--- src/rtl/tail_light_pkg.sv ---
// tail_light_pkg -- shared definitions for the tail-light sequencer.
//   state_t      : sequencer FSM states
//   req_t        : decoded request after priority resolution
//   LVL_20..80   : 2-bit duty codes sent to the downstream dimmer
//   LAMP_*       : bit positions of each lamp in lamp_on / lamp_level
//   decode_req() : priority decode of the synchronised request lines
package tail_light_pkg;

  typedef enum logic [3:0] {
    IDLE,
    L1,
    L2,
    L3,
    R1,
    R2,
    R3,
    HAZ_ON,
    HAZ_OFF
  } state_t;

  typedef enum logic [1:0] {
    REQ_NONE,
    REQ_LEFT,
    REQ_RIGHT,
    REQ_HAZ
  } req_t;

  localparam logic [1:0] LVL_20 = 2'd0;
  localparam logic [1:0] LVL_40 = 2'd1;
  localparam logic [1:0] LVL_60 = 2'd2;
  localparam logic [1:0] LVL_80 = 2'd3;

  // Right lamps occupy the low half, left lamps the high half; within each
  // side the index runs inner -> outer.
  localparam int LAMP_R1   = 0;
  localparam int LAMP_R2   = 1;
  localparam int LAMP_R3   = 2;
  localparam int LAMP_L1   = 3;
  localparam int LAMP_L2   = 4;
  localparam int LAMP_L3   = 5;
  localparam int NUM_LAMPS = 6;
  localparam int SIDE_LAMPS = 3;

  // Both turn requests at once is treated as a hazard request.
  function automatic req_t decode_req(input logic left_s, input logic right_s,
                                      input logic hazard_s);
    if (hazard_s || (left_s && right_s)) return REQ_HAZ;
    else if (left_s)                     return REQ_LEFT;
    else if (right_s)                    return REQ_RIGHT;
    else                                 return REQ_NONE;
  endfunction

endpackage

--- src/rtl/step_tick_gen.sv ---
// step_tick_gen -- free-running step timer.
//   fst_clk : clock
//   rst_n   : asynchronous active-low reset, clears the counter
//   tick    : high for the one cycle in which the counter wraps from
//             all-ones back to zero (once every 2^STEP_EXP cycles)
module step_tick_gen #(
  parameter int STEP_EXP = 22
) (
  input  logic fst_clk,
  input  logic rst_n,
  output logic tick
);

  logic [STEP_EXP-1:0] count_reg;

  always_ff @(posedge fst_clk or negedge rst_n) begin
    if (!rst_n) count_reg <= '0;
    else        count_reg <= count_reg + 1'b1;
  end

  // Combinational so the FSM moves on the same edge that wraps the counter.
  assign tick = &count_reg;

endmodule

--- src/rtl/tail_light_sequencer.sv ---
// tail_light_sequencer -- sequential turn / hazard / brake tail-light driver.
//   fst_clk    : single clock
//   rst_n      : asynchronous active-low reset
//   left, right, hazard, brake, run_en : asynchronous request levels
//   lamp_on    : per-lamp enable, [2:0]=R1..R3, [5:3]=L1..L3 (inner->outer)
//   lamp_level : 2 bits per lamp in the same order, 0..3 = 20..80 % duty
//   seq_active : high whenever the FSM is not IDLE
// Outputs are registered and reflect the state and synchronised inputs of
// the previous cycle.
module tail_light_sequencer
  import tail_light_pkg::*;
#(
  parameter int STEP_EXP    = 22,
  parameter int SYNC_STAGES = 2
) (
  input  logic        fst_clk,
  input  logic        rst_n,
  input  logic        left,
  input  logic        right,
  input  logic        hazard,
  input  logic        brake,
  input  logic        run_en,
  output logic [5:0]  lamp_on,
  output logic [11:0] lamp_level,
  output logic        seq_active
);

  // Synchronizer chain; stage 0 samples the raw pins, the last stage is the
  // only view of the requests the rest of the logic gets.
  localparam int NREQ = 5;
  logic [NREQ-1:0] raw_req;
  logic [SYNC_STAGES-1:0][NREQ-1:0] sync_reg;
  logic left_s, right_s, hazard_s, brake_s, run_s;

  assign raw_req = {run_en, brake, hazard, right, left};

  always_ff @(posedge fst_clk or negedge rst_n) begin
    if (!rst_n) sync_reg <= '0;
    else        sync_reg <= {sync_reg[SYNC_STAGES-2:0], raw_req};
  end

  assign {run_s, brake_s, hazard_s, right_s, left_s} = sync_reg[SYNC_STAGES-1];

  logic tick;

  step_tick_gen #(
    .STEP_EXP (STEP_EXP)
  ) u_step_tick_gen (
    .fst_clk (fst_clk),
    .rst_n   (rst_n),
    .tick    (tick)
  );

  state_t state_reg, state_next;
  req_t   req;

  assign req = decode_req(left_s, right_s, hazard_s);

  always_ff @(posedge fst_clk or negedge rst_n) begin
    if (!rst_n) state_reg <= IDLE;
    else        state_reg <= state_next;
  end

  // A changed request during a sequence always passes through IDLE first,
  // so the new pattern starts one tick later.
  always_comb begin
    state_next = state_reg;
    if (tick) begin
      case (state_reg)
        IDLE: begin
          case (req)
            REQ_HAZ:   state_next = HAZ_ON;
            REQ_LEFT:  state_next = L1;
            REQ_RIGHT: state_next = R1;
            default:   state_next = IDLE;
          endcase
        end
        L1:      state_next = (req == REQ_LEFT)  ? L2 : IDLE;
        L2:      state_next = (req == REQ_LEFT)  ? L3 : IDLE;
        R1:      state_next = (req == REQ_RIGHT) ? R2 : IDLE;
        R2:      state_next = (req == REQ_RIGHT) ? R3 : IDLE;
        HAZ_ON:  state_next = (req == REQ_HAZ)   ? HAZ_OFF : IDLE;
        HAZ_OFF: state_next = (req == REQ_HAZ)   ? HAZ_ON  : IDLE;
        default: state_next = IDLE;  // L3 / R3 end the sweep
      endcase
    end
  end

  // Output decode: start every lamp at its brake/run value, then let the
  // active sequence overwrite the side it owns.
  logic [5:0]  lamp_on_next;
  logic [11:0] lamp_level_next;
  logic [1:0]  step_cnt;
  logic        seq_left, seq_right;

  always_comb begin
    lamp_on_next    = '0;
    lamp_level_next = '0;
    step_cnt        = 2'd0;
    seq_left        = 1'b0;
    seq_right       = 1'b0;

    for (int i = 0; i < NUM_LAMPS; i++) begin
      if (brake_s) begin
        lamp_on_next[i]         = 1'b1;
        lamp_level_next[2*i +: 2] = LVL_80;
      end else if (run_s) begin
        lamp_on_next[i]         = 1'b1;
        lamp_level_next[2*i +: 2] = LVL_20;
      end
    end

    case (state_reg)
      L1: begin seq_left  = 1'b1; step_cnt = 2'd1; end
      L2: begin seq_left  = 1'b1; step_cnt = 2'd2; end
      L3: begin seq_left  = 1'b1; step_cnt = 2'd3; end
      R1: begin seq_right = 1'b1; step_cnt = 2'd1; end
      R2: begin seq_right = 1'b1; step_cnt = 2'd2; end
      R3: begin seq_right = 1'b1; step_cnt = 2'd3; end
      HAZ_ON: begin
        lamp_on_next    = '1;
        lamp_level_next = {NUM_LAMPS{LVL_80}};
      end
      HAZ_OFF: begin
        lamp_on_next    = '0;
        lamp_level_next = '0;
      end
      default: ;
    endcase

    // Unlit lamps on the sequencing side are dark even under brake/run.
    for (int i = 0; i < SIDE_LAMPS; i++) begin
      if (seq_left) begin
        lamp_on_next[LAMP_L1 + i]             = (i < int'(step_cnt));
        lamp_level_next[2*(LAMP_L1 + i) +: 2] = (i < int'(step_cnt)) ? LVL_80 : LVL_20;
      end
      if (seq_right) begin
        lamp_on_next[LAMP_R1 + i]             = (i < int'(step_cnt));
        lamp_level_next[2*(LAMP_R1 + i) +: 2] = (i < int'(step_cnt)) ? LVL_80 : LVL_20;
      end
    end
  end

  always_ff @(posedge fst_clk or negedge rst_n) begin
    if (!rst_n) begin
      lamp_on    <= '0;
      lamp_level <= '0;
      seq_active <= 1'b0;
    end else begin
      lamp_on    <= lamp_on_next;
      lamp_level <= lamp_level_next;
      seq_active <= (state_reg != IDLE);
    end
  end

endmodule
--- config.mk ---
export PLATFORM = sky130hd
export DESIGN_NAME = tail_light_sequencer
export DESIGN_NICKNAME = d
export VERILOG_FILES = /design/src/rtl/tail_light_pkg.sv /design/src/rtl/step_tick_gen.sv /design/src/rtl/tail_light_sequencer.sv
export SDC_FILE = /design/constraint.sdc
export NUM_CORES = 1
export LEC_CHECK = 0
export ABC_AREA = 1
export CAP_MARGIN = 20
export CORE_ASPECT_RATIO = 0.6
export CORE_MARGIN = 4
export CORE_UTILIZATION = 45
export CTS_CLUSTER_SIZE = 14
export DETAILED_ROUTE_END_ITERATION = 10
export PLACE_DENSITY = 0.68
export SETUP_SLACK_MARGIN = 0.4
export SYNTH_ARGS = -nofsm -noshare
export SYNTH_HDL_FRONTEND = slang
export SYNTH_SLANG_ARGS = --single-unit
export TNS_END_PERCENT = 30
--- constraint.sdc ---
create_clock -name fst_clk -period 2.8 [get_ports fst_clk]
set_input_delay 0.56 -clock fst_clk [delete_from_list [all_inputs] [get_ports fst_clk]]
set_output_delay 0.56 -clock fst_clk [all_outputs]
set_load 0.02 [all_outputs]
==> run_results.csv <==
group,metric,value,unit
yosys,synth_top_area_cell,"dfrtp_1",
floorplan,die_w,98.77,um
sta,setup-tns-final,0,ns
clocking,cts_sinks,49,
setup_path,startpoint_type,"flip-flop",
placed_design,gp_congestion,0.8493,
clocking,cts_resized,0,
setup_path,crit_chain,"clkdlybuf4s50_1",
finish,layout_commonest_cell,"nand2_1",
placed_design,io_buffers,25,
job,drv_cap,0,
grt,grt_start_max_net_pins,27,
yosys,synth_adder_area_share,0.5624,%
setup_path,cp_max_fo,2,
placed_design,place_hpwl,3146,um
floorplan,std_cell_rows,19,
clocking,cts_max_level,2,
setup_path,cp.required,2.24,ns
yosys,synth-seq-cells,49,
setup_path,crit_cells,1,
finish,layout_common_cells,"nand2_1 (89), dfrtp_1 (49), nor2_1 (47), clkdlybuf4s50_1 (24), inv_1 (22)",
yosys,synth_fp_nets,270,
yosys,yosysWarnings,0,
pwr,leakage,1.283,nW
finish,n_antenna_cell,0,
yosys,muxShareOfSynthArea,0,%
clocking,cts_tree,"built",
clocking,cts_buffers,5,
setup_path,reg2reg_to,"state_reg[0]",
finish,largest_reg_flops,22,
clocking,ctsLongestPathBuffers,2,
floorplan,die_area,0.006170,mm2
grt,antenna_found_initial,0,
setup_path,path_buf_inv,1,
yosys,synthSimpleGateAreaFrac,30.99,%
yosys,synth_top_area_share,55.12,%
yosys,syn-mean-instance-area,8.491,um2
yosys,synth-xor-area-share,5.906,%
sta,slew_violations,0,
sta,min_period,1.811,ns
drt,via_per_inst,4.703,
pwr,cellPowerDensity,499.4,mW/mm2
grt,grtUsageTotal,14.16,%
clocking,insertion_delay,0.30,ns
setup_path,rr_startpoint,"u_step_tick_gen.count_reg[0]",
sta,tightestPinTransition,0.3847,ns
setup_path,cp.arrival,1.25,ns
finish,nNetsFinal,298,
grt,grt_pass1_vias,1476,
setup_path,slowest_stage,"clkdlybuf4s50_1",
finish,area_growth,18.39,%
sta,min_period_over_period,64.67,%
yosys,synthCells,262,
grt,overflow,0,
yosys,ys_seq_area_share,55.12,%
floorplan,coreArea,0.004683,mm2
drt,ant_nets,0,
sta,hold_ws,0.2392,ns
clocking,holdBufCountCts,0,
sta,hold_viol,0,
floorplan,dieHeight,62.47,um
clocking,root_buffer,"clkbuf_8",
yosys,synth_area,0.002225,mm2
drt,wl,4037,um
sta,fin_skew,0.01128,ns
drt,drc,0,
drt,vias,1665,
yosys,synthTopCellsByArea,"dfrtp_1 (55%), nand2_1 (15%), nor2_1 (7.9%), xor2_1 (3.9%), inv_1 (3.7%)",
drt,post_drt_wl_per_cell,11.40,um
sta,slew_headroom,74.08,%
setup_path,critical-path-max-stage-delay,0.61,ns
clocking,path_clk_slew,0.09,ns
grt,grt_pass1_wl,7003,um
sta,fmax,552.3,MHz
setup_path,critPathCaptureType,"output port",
pwr,vdd_drop_max,0.2338,mV
sta,grt_setup_unrepaired,"false",
floorplan,start_util,47.50,%
yosys,synth-compound-area-share,1.519,%
drt,drtIter0Drc,83,
run_status,status,"completed",
min_path,hp-class,"in -> async",
floorplan,io_pins,26,
sta,setup_viol,0,
drt,firstDrtPassIters,4,
yosys,synth_cell_types,20,
yosys,synth_top_family_by_area,"simple AND/OR/NAND/NOR gates",
setup_path,reg2reg_slack,1.29,ns
clocking,post_cts_buffers,0,
setup_path,critical-path-top-delay-family,"buffers and inverters",
setup_path,reg2reg_depth,7,
setup_path,critical_path_class,"reg -> out",
finish,drive_gt1_share,8.247,%
## final cells by class
type	count	area, um2
Clock inverter	3	46.29
Multi-Input combinational cell	184	867.1
Tap cell	63	78.83
Inverter	23	86.33
Fill cell	434	2049
Timing Repair Buffer	27	260.3
Sequential cell	49	1226
Clock buffer	5	68.82
## worst max-delay path by stage
stage                          endpoint                    startpoint  slack, ns
after detailed placement  lamp_level[6]                 lamp_level[7]       1.29
after global placement    lamp_level[9]                 lamp_level[9]       1.32
final                     lamp_level[6]                 lamp_level[7]       0.99
after CTS                 lamp_level[6]                 lamp_level[7]       0.96
after floorplan            state_reg[3]  u_step_tick_gen.count_reg[0]       1.47
after global routing      lamp_level[0]                 lamp_level[1]       0.93
## logic make-up (layout without fill, tap and decap cells)
group                    Yosys count  in the layout
adder cells (fa/ha/maj)            1              1
AND/OR/NAND/NOR                  162            162
AO/OA/AOI/OAI                      6              6
flip-flops                        49             49
XOR/XNOR                          15             15
buffers and inverters             29             58
## power by group
group | internal [mW] | switching [mW] | total, mW
combinational | 0.0361 | 0.0477 | 0.0838
sequential | 0.723 | 0.00591 | 0.729
clock | 0.267 | 0.235 | 0.503
total | 1.03 | 0.289 | 1.32
## stage by stage
stage	setup slack (ns)	area, um2	total power [mW]	std cells	util (%)
2_1_floorplan	1.475	2225	0.7803	262	-
3_3_place_gp	1.322	2519	0.8275	346	53.78
3_5_place_dp	1.289	2519	0.8291	346	53.78
4_1_cts	0.9609	2634	1.337	354	56.24
5_1_grt	0.9260	2634	1.381	354	56.24
6_report	0.9893	2634	1.315	354	56.24
## metal layers
| layer | part of all wire (%) | GRT usage [%] | vias to the layer above |
|---|---|---|---|
| met1 | 56 | 23.88 | 769 |
| met5 | 0 | 0 | - |
| met4 | 0.57 | 3.066 | 0 |
| met3 | 8.7 | 4.125 | 2 |
| met2 | 35 | 17.06 | 46 |
| li1 | - | - | 848 |
## synth_stat cells (all sizes together)
cell type  number
nand3b          4
nand3          11
xnor2           5
a21oi           1
buf             6
inv            23
o21ai           5
xor2           10
nor2           53
nand2          93
nand4           1
ha              1
dfrtp          49
Power figures use the tool's default switching activity.
